**config.mk**
```make
export PLATFORM = sky130hd
export DESIGN_NAME = voq_ingress_writer
export DESIGN_NICKNAME = d
export VERILOG_FILES = /design/src/rtl/voq_pkg.sv /design/src/rtl/voq_ingress_port.sv /design/src/rtl/voq_ingress_writer.sv
export SDC_FILE = /design/constraint.sdc
export NUM_CORES = 2
export LEC_CHECK = 0
export ABC_AREA = 1
export BUFFER_PORTS_ARGS = -buffer_cell sky130_fd_sc_hd__buf_2
export CAP_MARGIN = 20
export CORE_MARGIN = 1
export CORE_UTILIZATION = 47
export DETAILED_ROUTE_END_ITERATION = 7
export PLACE_DENSITY = 0.67
export SKIP_LAST_GASP = 1
export SYNTH_ARGS = -nofsm -noshare
export SYNTH_HDL_FRONTEND = slang
export SYNTH_SLANG_ARGS = --single-unit
```
**constraint.sdc**
```tcl
create_clock -name clk -period 8.3 [get_ports clk]
set_clock_uncertainty 0.05 [all_clocks]
set_input_delay 0.83 -clock clk [delete_from_list [all_inputs] [get_ports clk]]
set_output_delay 0.83 -clock clk [all_outputs]
set_load 0.02 [all_outputs]
```
**src/rtl/voq_pkg.sv**
```systemverilog
// Shared types and address helpers for the VOQ ingress writer.
// Consumed by voq_ingress_port and voq_ingress_writer.
package voq_pkg;

  typedef enum logic [1:0] {
    IDLE = 2'd0,
    BODY = 2'd1,
    DROP = 2'd2
  } in_state_e;

  localparam int RUN_W  = 32;
  localparam int STAT_W = 16;

  function automatic int unsigned ctrl_start(input int unsigned bus_aw);
    return (32'd1 << bus_aw) - 32'd1;
  endfunction

  function automatic int unsigned ctrl_stop(input int unsigned bus_aw);
    return (32'd1 << bus_aw) - 32'd2;
  endfunction

  function automatic int unsigned ctrl_flush(input int unsigned bus_aw);
    return (32'd1 << bus_aw) - 32'd3;
  endfunction

  function automatic int unsigned voq_idx(input int unsigned i, input int unsigned j,
                                          input int unsigned n_ports);
    return i * n_ports + j;
  endfunction

endpackage

```
**src/rtl/voq_ingress_port.sv**
```systemverilog
// One ingress channel: header parse, admission, packet FSM and the write
// pointer / occupancy pair for each of its N_PORTS VOQs. Stats under VOQ_STATS_EN.
module voq_ingress_port
  import voq_pkg::*;
#(
  parameter int N_PORTS = 4,
  parameter int DATA_W  = 32,
  parameter int ADDR_W  = 12,
  parameter int MAX_PKT = 64,
  localparam int CNT_W  = ADDR_W + 1,
  localparam int LEN_W  = $clog2(MAX_PKT + 1)
) (
  input  logic                        clk_i,
  input  logic                        rst_i,
  input  logic                        flush_i,
  input  logic                        wr_vld_i,
  input  logic [DATA_W-1:0]           wr_data_i,
  input  logic [N_PORTS-1:0]          pop_i,
  output logic [N_PORTS-1:0]          wr_en_o,
  output logic [N_PORTS*ADDR_W-1:0]   wr_addr_o,
  output logic [DATA_W-1:0]           wr_data_o,
  output logic [N_PORTS*CNT_W-1:0]    count_o,
  output logic [1:0]                  state_o,
  output logic [LEN_W-1:0]            len_o,
  output logic                        trunc_err_o,
  output logic                        pop_err_o
`ifdef VOQ_STATS_EN
  ,
  output logic [STAT_W-1:0]           pkt_ok_o,
  output logic [STAT_W-1:0]           pkt_drop_o
`endif
);

  localparam int DEST_W = $clog2(N_PORTS);
  localparam int unsigned ADMIT_MAX = (2 ** ADDR_W) - MAX_PKT;

  in_state_e             state_q, state_d;
  logic [LEN_W-1:0]      len_q, len_d;
  logic                  trunc_q, trunc_d;
  logic                  wr_en_q, wr_en_d;
  logic [DEST_W-1:0]     dest_q, dest_d;
  logic [DATA_W-1:0]     data_q, data_d;
  logic                  pop_err_q;

  logic [CNT_W-1:0]      cnt_w [N_PORTS];
  logic [N_PORTS-1:0]    pop_bad;
  logic [DEST_W-1:0]     dest_hdr;
  logic [CNT_W:0]        occ;
  logic                  admit;

`ifdef VOQ_STATS_EN
  logic [STAT_W-1:0]     ok_q, drop_q;
  logic                  ok_inc, drop_inc;

  function automatic logic [STAT_W-1:0] sat_inc(input logic [STAT_W-1:0] v);
    return (v == '1) ? v : v + STAT_W'(1);
  endfunction
`endif

  // The write still in flight for this dest has not reached cnt yet; count it so
  // back-to-back packets can never over-admit.
  assign dest_hdr = wr_data_i[DEST_W-1:0];
  assign occ      = {1'b0, cnt_w[dest_hdr]} + (CNT_W+1)'(wr_en_q && (dest_q == dest_hdr));
  assign admit    = (occ <= (CNT_W+1)'(ADMIT_MAX));

  always_comb begin
    state_d = state_q;
    len_d   = len_q;
    trunc_d = trunc_q;
    wr_en_d = 1'b0;
    dest_d  = dest_q;
    data_d  = wr_data_i;
`ifdef VOQ_STATS_EN
    ok_inc   = 1'b0;
    drop_inc = 1'b0;
`endif
    if (wr_vld_i) begin
      unique case (state_q)
        IDLE: begin
          if (wr_data_i != '0) begin
            dest_d = dest_hdr;
            if (admit) begin
              wr_en_d = 1'b1;
              len_d   = LEN_W'(1);
              state_d = BODY;
            end else begin
              state_d = DROP;
`ifdef VOQ_STATS_EN
              drop_inc = 1'b1;
`endif
            end
          end
        end
        BODY: begin
          if (wr_data_i == '0) begin
            wr_en_d = 1'b1;
            state_d = IDLE;
`ifdef VOQ_STATS_EN
            ok_inc = 1'b1;
`endif
          end else if (len_q < LEN_W'(MAX_PKT - 1)) begin
            wr_en_d = 1'b1;
            len_d   = len_q + LEN_W'(1);
          end else begin
            trunc_d = 1'b1;
          end
        end
        DROP: begin
          if (wr_data_i == '0) state_d = IDLE;
        end
        default: state_d = IDLE;
      endcase
    end
  end

  // Stage boundary: bus word -> registered VOQ write strobe
  always_ff @(posedge clk_i) begin
    if (rst_i || flush_i) begin
      state_q   <= IDLE;
      len_q     <= '0;
      trunc_q   <= 1'b0;
      wr_en_q   <= 1'b0;
      dest_q    <= '0;
      pop_err_q <= 1'b0;
    end else begin
      state_q   <= state_d;
      len_q     <= len_d;
      trunc_q   <= trunc_d;
      wr_en_q   <= wr_en_d;
      dest_q    <= dest_d;
      pop_err_q <= pop_err_q | (|pop_bad);
    end
    data_q <= data_d;
  end

`ifdef VOQ_STATS_EN
  always_ff @(posedge clk_i) begin
    if (rst_i || flush_i) begin
      ok_q   <= '0;
      drop_q <= '0;
    end else begin
      if (ok_inc)   ok_q   <= sat_inc(ok_q);
      if (drop_inc) drop_q <= sat_inc(drop_q);
    end
  end

  assign pkt_ok_o   = ok_q;
  assign pkt_drop_o = drop_q;
`endif

  for (genvar j = 0; j < N_PORTS; j++) begin : g_voq
    logic [ADDR_W-1:0] ptr_q;
    logic [CNT_W-1:0]  cnt_q;
    logic              wr_j, pop_j;

    assign wr_j       = wr_en_q && (dest_q == DEST_W'(j));
    assign pop_j      = pop_i[j] && (cnt_q != '0);
    assign pop_bad[j] = pop_i[j] && (cnt_q == '0);

    always_ff @(posedge clk_i) begin
      if (rst_i || flush_i) begin
        ptr_q <= '0;
        cnt_q <= '0;
      end else begin
        if (wr_j) ptr_q <= ptr_q + ADDR_W'(1);
        unique case ({wr_j, pop_j})
          2'b10:   cnt_q <= cnt_q + CNT_W'(1);
          2'b01:   cnt_q <= cnt_q - CNT_W'(1);
          default: cnt_q <= cnt_q;
        endcase
      end
    end

    assign cnt_w[j]                     = cnt_q;
    assign wr_en_o[j]                   = wr_j;
    assign wr_addr_o[j*ADDR_W +: ADDR_W] = ptr_q;
    assign count_o[j*CNT_W +: CNT_W]     = cnt_q;
  end

  assign wr_data_o   = data_q;
  assign state_o     = state_q;
  assign len_o       = len_q;
  assign trunc_err_o = trunc_q;
  assign pop_err_o   = pop_err_q;

endmodule

```
**src/rtl/voq_ingress_writer.sv**
```systemverilog
// VOQ ingress front end: bus decode, N_PORTS ingress channels, status/run-cycle
// readback and scheduler start pulse. Per-input packet stats under VOQ_STATS_EN.
module voq_ingress_writer
  import voq_pkg::*;
#(
  parameter int N_PORTS = 4,
  parameter int DATA_W  = 32,
  parameter int ADDR_W  = 12,
  parameter int MAX_PKT = 64,
  parameter int BUS_AW  = 4
) (
  input  logic                                  clk,
  input  logic                                  reset,
  input  logic                                  chipselect,
  input  logic                                  write,
  input  logic                                  read,
  input  logic [BUS_AW-1:0]                     address,
  input  logic [DATA_W-1:0]                     writedata,
  output logic [DATA_W-1:0]                     readdata,
  output logic [N_PORTS*N_PORTS-1:0]            voq_wr_en,
  output logic [N_PORTS*N_PORTS*ADDR_W-1:0]     voq_wr_addr,
  output logic [N_PORTS*DATA_W-1:0]             voq_wr_data,
  input  logic [N_PORTS*N_PORTS-1:0]            voq_pop,
  output logic [N_PORTS*N_PORTS*(ADDR_W+1)-1:0] voq_count,
  output logic                                  sched_start
);

  localparam int CNT_W = ADDR_W + 1;
  localparam int LEN_W = $clog2(MAX_PKT + 1);
  localparam logic [BUS_AW-1:0] A_START = BUS_AW'(ctrl_start(BUS_AW));
  localparam logic [BUS_AW-1:0] A_STOP  = BUS_AW'(ctrl_stop(BUS_AW));
  localparam logic [BUS_AW-1:0] A_FLUSH = BUS_AW'(ctrl_flush(BUS_AW));

  logic               bus_wr, bus_rd, flush;
  logic [1:0]         st_w  [N_PORTS];
  logic [LEN_W-1:0]   len_w [N_PORTS];
  logic [N_PORTS-1:0] trunc_w, perr_w;
  logic [DATA_W-1:0]  rd_mux, rdata_q;
  logic [RUN_W-1:0]   run_q;
  logic               run_en_q, start_q;

`ifdef VOQ_STATS_EN
  logic [STAT_W-1:0]  ok_w   [N_PORTS];
  logic [STAT_W-1:0]  drop_w [N_PORTS];
`endif

  function automatic logic [RUN_W-1:0] sat_inc_run(input logic [RUN_W-1:0] v);
    return (v == '1) ? v : v + RUN_W'(1);
  endfunction

  function automatic logic [DATA_W-1:0] pack_status(input logic pe, input logic te,
                                                    input logic [1:0] st,
                                                    input logic [LEN_W-1:0] len);
    logic [DATA_W-1:0] s;
    s                  = '0;
    s[DATA_W-1]        = pe;
    s[DATA_W-2]        = te;
    s[DATA_W-3 -: 2]   = st;
    s[LEN_W-1:0]       = len;
    return s;
  endfunction

  assign bus_wr = chipselect && write;
  assign bus_rd = chipselect && read;
  assign flush  = bus_wr && (address == A_FLUSH);

  for (genvar i = 0; i < N_PORTS; i++) begin : g_port
    voq_ingress_port #(
      .N_PORTS (N_PORTS),
      .DATA_W  (DATA_W),
      .ADDR_W  (ADDR_W),
      .MAX_PKT (MAX_PKT)
    ) u_port (
      .clk_i       (clk),
      .rst_i       (reset),
      .flush_i     (flush),
      .wr_vld_i    (bus_wr && (address == BUS_AW'(i))),
      .wr_data_i   (writedata),
      .pop_i       (voq_pop[voq_idx(i, 0, N_PORTS) +: N_PORTS]),
      .wr_en_o     (voq_wr_en[voq_idx(i, 0, N_PORTS) +: N_PORTS]),
      .wr_addr_o   (voq_wr_addr[voq_idx(i, 0, N_PORTS)*ADDR_W +: N_PORTS*ADDR_W]),
      .wr_data_o   (voq_wr_data[i*DATA_W +: DATA_W]),
      .count_o     (voq_count[voq_idx(i, 0, N_PORTS)*CNT_W +: N_PORTS*CNT_W]),
      .state_o     (st_w[i]),
      .len_o       (len_w[i]),
      .trunc_err_o (trunc_w[i]),
      .pop_err_o   (perr_w[i])
`ifdef VOQ_STATS_EN
      ,
      .pkt_ok_o    (ok_w[i]),
      .pkt_drop_o  (drop_w[i])
`endif
    );
  end

  always_comb begin
    rd_mux = '0;
    for (int i = 0; i < N_PORTS; i++) begin
      if (address == BUS_AW'(i)) rd_mux = pack_status(|perr_w, trunc_w[i], st_w[i], len_w[i]);
`ifdef VOQ_STATS_EN
      if (address == BUS_AW'(int'(ctrl_flush(BUS_AW)) - 1 - i))
        rd_mux = DATA_W'({drop_w[i], ok_w[i]});
`endif
    end
    if (address == A_START) rd_mux = DATA_W'(run_q);
  end

  // Stage boundary: control decode -> start pulse, run counter, read data
  always_ff @(posedge clk) begin
    if (reset) begin
      run_q    <= '0;
      run_en_q <= 1'b0;
      start_q  <= 1'b0;
      rdata_q  <= '0;
    end else begin
      start_q <= bus_wr && (address == A_START);
      if (bus_wr && (address == A_START)) begin
        run_q    <= '0;
        run_en_q <= 1'b1;
      end else begin
        if (run_en_q) run_q <= sat_inc_run(run_q);
        if (bus_wr && (address == A_STOP)) run_en_q <= 1'b0;
      end
      if (bus_rd) rdata_q <= rd_mux;
    end
  end

  assign readdata    = rdata_q;
  assign sched_start = start_q;

endmodule

```
; Word-level counts from Yosys, hierarchy flattened
; Cells that the tools add are included.
[word_totals]
reg_bits = 554
elab_cells = 470
[op_classes]
addsub = 57
magnitude_cmp = 9
n_eq_ne = 83
mux = 88
bitwise = 15
reduce_logical = 157
[op_table]
columns = cell, n
row1 = $pmux 13 s2, 16
row2 = $add 13x1->13 const B, 16
row3 = $logic_not 13->1, 16
row4 = $reduce_bool 13->1, 16
row5 = $sub 13x1->13 const B, 16
row6 = $add 12x1->12 const B, 16
row7 = $mux 32, 5
row8 = $mux 7, 16
row9 = $bmux 13 s2, 4
row10 = $mux 13, 8
row11 = $logic_and 1x1->1, 61
row12 = $add 13x1->14, 4
row13 = $eq 2x2->1 const B, 28
row14 = $le 14x12->1 const B, 4
row15 = $pmux 7 s2, 4
row16 = $eq 2x1->1 const B, 24
row17 = $reduce_bool 2->1, 21
row18 = $add 32x1->32 const B, 1
row19 = $eq 32x32->1 const B, 1
row20 = $logic_not 32->1, 1
row21 = $reduce_bool 32->1, 1
row22 = $add 7x1->7 const B, 4
row23 = $lt 7x6->1 const B, 4
row24 = $ne 2x1->1 const B, 13
row25 = other kinds (22), 109

; Depth between registers and ports, before layout
[depth]
word_depth = 9
depth_mapped = 28
depth_no_buf = 22

; Modules after synthesis
; Synthesis repeated with hierarchy kept, for this count alone.
[hier_totals]
cells_unflattened = 5391
area_unflattened_um2 = 38040.2
[by_module_without_submodules]
columns = module, instances, cells_per_inst, area_each_um2, seq_area_each_um2
row1 = voq_ingress_port at g_port[0].u_port ..., 3, 1195, 8498.2, 2922.8
row2 = voq_ingress_port at g_port[1].u_port, 1, 1185, 8553.2, 2922.8
row3 = voq_ingress_writer, 1, 621, 3992.6, 1321.3

; Least setup slack after synthesis
; No wires, ideal clock.
[synth_path]
path_kind = input-to-reg
from = input writedata[0]
to = register g_port[1].u_port.len_q[4]
setup_ns = 0.115
arrival_time_ns = 3.619
required_time_ns = 8.135
slack_ns = 4.516
path_stages = 23
n_path_buf = 7
cell_sequence = buf_6 inv_4 buf_12 buf_8 buf_6 buf_4 clkbuf_1 nand2_1 a221oi_1 ha_1 ha_1 nand3_1 nor2_1 nand3_1 nor2_2 o211ai_1 o21ai_2 nand2_1 nand2_2 buf_6 nand3_1 nand2_1 nor2_1
[synth_between]
elab_chain_cells = 8
elab_cells_between_ends = 14
classes_between = add/sub: 1 / order compare: 1 / eq/ne: 4 / mux: 3 / bitwise: 1 / reduce/logical: 4
[synth_rtl]
columns = element, line_no
row1 = "start, declared", voq_ingress_writer.sv:18  ; input logic [DATA_W-1:0] writedata,
row2 = $not 2->3 (implied by the code), voq_ingress_port.sv:63  ; assign occ = {1'b0, cnt_w[dest_hdr]} + (CNT_W+1)'(wr_en_q && (dest_q == dest_hdr));
row3 = $bmux 13 s2, voq_ingress_port.sv:63
row4 = $mux 13 (implied by the code) (2 in a row), voq_ingress_port.sv:63
row5 = $add 13x1->14, voq_ingress_port.sv:63
row6 = $le 14x12->1, voq_ingress_port.sv:64  ; assign admit = (occ <= (CNT_W+1)'(ADMIT_MAX));
row7 = $ne 2x1->1 (no source line), -
row8 = $reduce_and 6->1 (no source line) (*), -
row9 = "end signal, assigned", voq_ingress_port.sv:127  ; len_q <= len_d;
row10 = "end, declared", voq_ingress_port.sv:38  ; logic [LEN_W-1:0] len_q, len_d;
; Mark *: on every way between the ends. The rest lies on a longest branch, timed or not. The select of a mux whose other input is x is not followed.
; A chain may end at the register's enable or synchronous reset.

; Final worst setup path
[layout_path]
from = input writedata[0]
to = register g_port[0].u_port.len_q[6]
[layout_between]
elab_chain_cells = 8
elab_cells_between_ends = 14
classes_between = add/sub: 1 / order compare: 1 / eq/ne: 4 / mux: 3 / bitwise: 1 / reduce/logical: 4
[layout_rtl]
columns = element, line_no
row1 = $not 2->3 (implied by the code), voq_ingress_port.sv:63
row2 = $bmux 13 s2, voq_ingress_port.sv:63
row3 = $mux 13 (implied by the code) (2 in a row), voq_ingress_port.sv:63
row4 = $add 13x1->14, voq_ingress_port.sv:63
row5 = $le 14x12->1, voq_ingress_port.sv:64
row6 = $ne 2x1->1 (no source line), -
row7 = $reduce_and 6->1 (no source line) (*), -
row8 = "end signal, assigned", voq_ingress_port.sv:127
row9 = "end, declared", voq_ingress_port.sv:38
; Marked as above.

==> metrics.txt <==
# TYPE chip_impl_metric gauge
chip_impl_info{name="element_type_at_the_critical_path_start",value="primary input"} 1
chip_impl_metric{name="drt_pass1_iterations",unit=""} 7
chip_impl_metric{name="ios",unit=""} 634
chip_impl_metric{name="fin_ws",unit="ps"} 4250
chip_impl_metric{name="worstSkewPairLatency",unit="ps"} 630
chip_impl_metric{name="post_route_cells_drive_above_1_share",unit="%"} 14.3
chip_impl_metric{name="htree_levels",unit=""} 3
chip_impl_info{name="cts_tree",value="done"} 1
chip_impl_info{name="critPathKind",value="in -> reg"} 1
chip_impl_info{name="synthTopCellsByCount",value="nand2_1, inv_1, a21oi_1, dfxtp_1, o21ai_0"} 1
chip_impl_metric{name="initial_antenna_violation_count",unit=""} 3
chip_impl_metric{name="worst_slew_pin_slew",unit="ps"} 1060
chip_impl_metric{name="cts-root-to-sink-buffers",unit=""} 3
chip_impl_metric{name="place_worst_setup_slack",unit="ps"} 3690
chip_impl_metric{name="first_global_vias",unit=""} 31500
chip_impl_metric{name="power.density",unit="mW/mm^2"} 235
chip_impl_info{name="synth.most_common_cell",value="nand2_1"} 1
chip_impl_metric{name="worstPathArrival",unit="ps"} 4520
chip_impl_metric{name="synth_seq_area_share",unit="%"} 31.4
chip_impl_metric{name="final_setup_violations",unit=""} 0
chip_impl_metric{name="overflow",unit=""} 0
chip_impl_metric{name="mean_number_of_vias_per_cell",unit=""} 5.37
chip_impl_metric{name="mappedNetlistArea",unit="sq mm"} 0.0353
chip_impl_metric{name="route.vias.total",unit=""} 35500
chip_impl_metric{name="synth_edf_count",unit=""} 0
chip_impl_info{name="critPathCaptureType",value="register"} 1
chip_impl_metric{name="slew_violations",unit=""} 0
chip_impl_metric{name="fp-row-count",unit=""} 100
chip_impl_metric{name="post_cts_repair_resize_count",unit=""} 0
chip_impl_metric{name="iteration_0_drc_count_of_the_detailed_router",unit=""} 2115
chip_impl_info{name="outcome",value="finished clean"} 1
chip_impl_metric{name="leakagePower",unit="nW"} 19.4
chip_impl_metric{name="max_cap_violations",unit=""} 0
chip_impl_metric{name="syn_to_final_growth",unit="%"} 14.8
chip_impl_metric{name="wirelength",unit="um"} 114000
chip_impl_metric{name="post-cts-setup-buffer-count",unit=""} 0
chip_impl_metric{name="postSynth.asyncResetShare",unit="%"} 0
chip_impl_metric{name="mappedNetlistNets",unit=""} 5442
chip_impl_metric{name="postCtsHoldBufs",unit=""} 0
chip_impl_info{name="cts_root_buffer_type",value="clkbuf_16"} 1
chip_impl_metric{name="nFillCells",unit=""} 7442
chip_impl_metric{name="wire_length_of_the_first_global_routing_pass",unit="um"} 173000
chip_impl_metric{name="synth.top_cell.area_share",unit="%"} 31.4
chip_impl_metric{name="drt_drc_violations_left",unit=""} 0
chip_impl_metric{name="layout_min_cycle_time",unit="ps"} 4050
chip_impl_info{name="yosys_most_used_dff",value="dfxtp_1"} 1
chip_impl_metric{name="warnings_synthesis",unit=""} 0
chip_impl_metric{name="hold_violations",unit=""} 0
chip_impl_metric{name="min_period_over_period",unit="%"} 48.8
chip_impl_metric{name="place.detailed.hpwl",unit="um"} 86700
chip_impl_info{name="rsz0062_at_grt",value="no"} 1
chip_impl_metric{name="synth_cell_type_count",unit=""} 55
chip_impl_metric{name="die_area",unit="sq mm"} 0.0761
chip_impl_metric{name="fmax",unit="MHz"} 247
chip_impl_metric{name="num-nets-final",unit=""} 5894
chip_impl_metric{name="vdd_drop_max",unit="uV"} 137
chip_impl_info{name="hp-class",value="in -> reg"} 1
chip_impl_metric{name="routed_wl_per_cell",unit="um"} 17.2
chip_impl_metric{name="drt.antenna.violating_nets",unit=""} 0
chip_impl_metric{name="cp_max_fo",unit=""} 72
chip_impl_metric{name="die_y",unit="um"} 276
chip_impl_info{name="yosys-top-cells-area",value="dfxtp_1, a21oi_1, nand2_1, inv_1, ha_1"} 1
chip_impl_metric{name="synthesis.area_per_instance",unit="sq um"} 6.86
chip_impl_metric{name="largest_net_degree_at_the_start_of_global_routing",unit=""} 140
chip_impl_metric{name="worst_setup_hold_path_clk_slew",unit="ps"} 60
chip_impl_metric{name="cts-buffers-inserted",unit=""} 69
chip_impl_metric{name="gr-usage-all-layers",unit="%"} 28.5
chip_impl_metric{name="start_util",unit="%"} 47.4
chip_impl_metric{name="total_power",unit="mW"} 9.53
chip_impl_metric{name="finalWeightedCongestion",unit=""} 0.939
chip_impl_metric{name="syn_inst",unit=""} 5140
chip_impl_metric{name="synth-seq-cells",unit=""} 554
chip_impl_metric{name="place.port_buffers",unit=""} 633
chip_impl_metric{name="core",unit="sq mm"} 0.0743
chip_impl_info{name="yosysTopAreaCell",value="dfxtp_1"} 1
chip_impl_metric{name="final.setup.tns",unit="ps"} 0
chip_impl_metric{name="req_time_crit_path",unit="ps"} 8770
chip_impl_metric{name="numClockSinks",unit=""} 554
chip_impl_metric{name="max_slew_headroom",unit="%"} 29.4
chip_impl_metric{name="chipWidth",unit="um"} 276
stage by stage:
stage	hold slack (ps)	cells	area, sq um	utilization, %
2_1_floorplan	380	5140	35300	-
3_3_place_gp	380	6489	38200	51.3
3_5_place_dp	394	6490	38200	51.3
4_1_cts	241	6609	40500	54.5
5_1_grt	253	6611	40500	54.5
6_report	275	6612	40500	54.5
routing by layer:
metal / vias up / wire, um / track usage [%]
met5: - / 0 / 0
met4: 0 / 4560 / 11.5
met3: 216 / 7690 / 5.12
met2: 1060 / 52000 / 46.9
met1: 16300 / 49400 / 36.8
li1: 17900 / - / -
report_power, final:
part | leakage, nW | internal [mW] | switching, mW
Combinational | 13.7 | 1.12 | 2.05
Clock | 1.15 | 1.85 | 1.28
Sequential | 4.53 | 2.89 | 0.335
Total | 19.4 | 5.86 | 3.67
registers in the layout, summed over array words and instances, names as in the netlist:
register and cells:
g_port.u_port.len_o 28, g_port.u_port.trunc_err_o 4, g_port.u_port.dest_q 8, g_port.u_port.pop_err_o 4, readdata 32, g_port.u_port.state_o 8
run_q 32, g_port.u_port.g_voq.ptr_q 192, sched_start 1, g_port.u_port.wr_data_o 32, run_en_q 1, g_port.u_port.wr_en_q 4
g_port.u_port.g_voq.cnt_q 208
cell type report:
class | count | area [sq um] | area share (%)
Tap cell | 969 | 1210 | 2.99
Clock inverter | 24 | 373 | 0.921
Timing Repair Buffer | 647 | 3280 | 8.09
Inverter | 783 | 2950 | 7.28
Clock buffer | 95 | 1950 | 4.83
Multi-Input combinational cell | 3537 | 19600 | 48.5
Sequential cell | 554 | 11100 | 27.4
Antenna cell | 3 | 7.51 | 0.0185
path summary, 6_finish.rpt:
check                                       startpoint                                                to  slack (ps)  depth (start not counted)
max                                       writedata[0]            g_port[0].u_port.len_o[6]$_SDFFE_PP0P_        4250                         21
min                                      writedata[12]            g_port[3].u_port.wr_data_o[12]$_DFF_P_         270                          1
max reg2reg        g_port[0].u_port.wr_en_q$_SDFF_PP0_  g_port[0].u_port.g_voq[2].cnt_q[11]$_SDFFE_PP0P_        4300                         15
min reg2reg  g_port[3].u_port.trunc_err_o$_SDFFE_PP0P_         g_port[3].u_port.trunc_err_o$_SDFFE_PP0P_         410                          2
critical path, stage by stage:
cell	delay (ps)
buf_4	490
buf_4	660
nand2_1	130
a221oi_1	360
ha_1	230
ha_1	210
inv_1	70
nor2_2	230
nand3_1	110
nand2_1	90
nand2_1	50
nor2_1	130
nand2_1	70
nand2_1	50
nand2_1	60
nand2_1	90
nand3_2	180
nand2_2	210
nand2_1	70
nand2_1	60
nor2_1	50
cells in the final DEF, fill, tap and decap left out, types with 7 or more instances in the layout:
master	netlist	routed
nand3_1	242	242
nand2_2	7	7
nor3b_1	19	19
o21bai_1	16	16
a211oi_1	16	16
o21ai_0	466	466
a31oi_1	21	21
clkbuf_1	104	13
o211ai_1	11	11
buf_2	18	632
xor2_1	137	137
o2111ai_1	16	16
nor2_1	421	421
ha_1	229	229
a21o_1	7	7
inv_1	772	772
o221ai_1	38	38
xnor2_1	43	43
o21ai_1	7	7
nand4_1	120	120
a21oi_1	649	648
nor2_2	12	12
clkinv_2	0	10
buf_4	122	15
nand2_1	829	829
o21a_1	15	15
o22ai_1	10	10
clkbuf_8	0	13
nor4_1	29	29
clkbuf_16	0	69
dfxtp_1	554	554
or2_2	12	12
nor3_1	94	94
and3_1	7	7
a221oi_1	8	8
nand3b_1	8	8
fa_1	16	16
logic make-up (layout without fill, tap and decap cells):
logic type | count (synthesis) | after routing | synth area share, %
adders and majority gates | 245 | 245 | 9.03
buffers and inverters | 1049 | 1549 | 12.9
other | 0 | 3 | 0
AOI/OAI and AO/OA | 1296 | 1296 | 19.8
and+or+nand+nor | 1816 | 1816 | 22.4
DFF | 554 | 554 | 31.4
xor gates and xnor gates | 180 | 180 | 4.47
No activity file was read; power rests on OpenSTA's default activity.
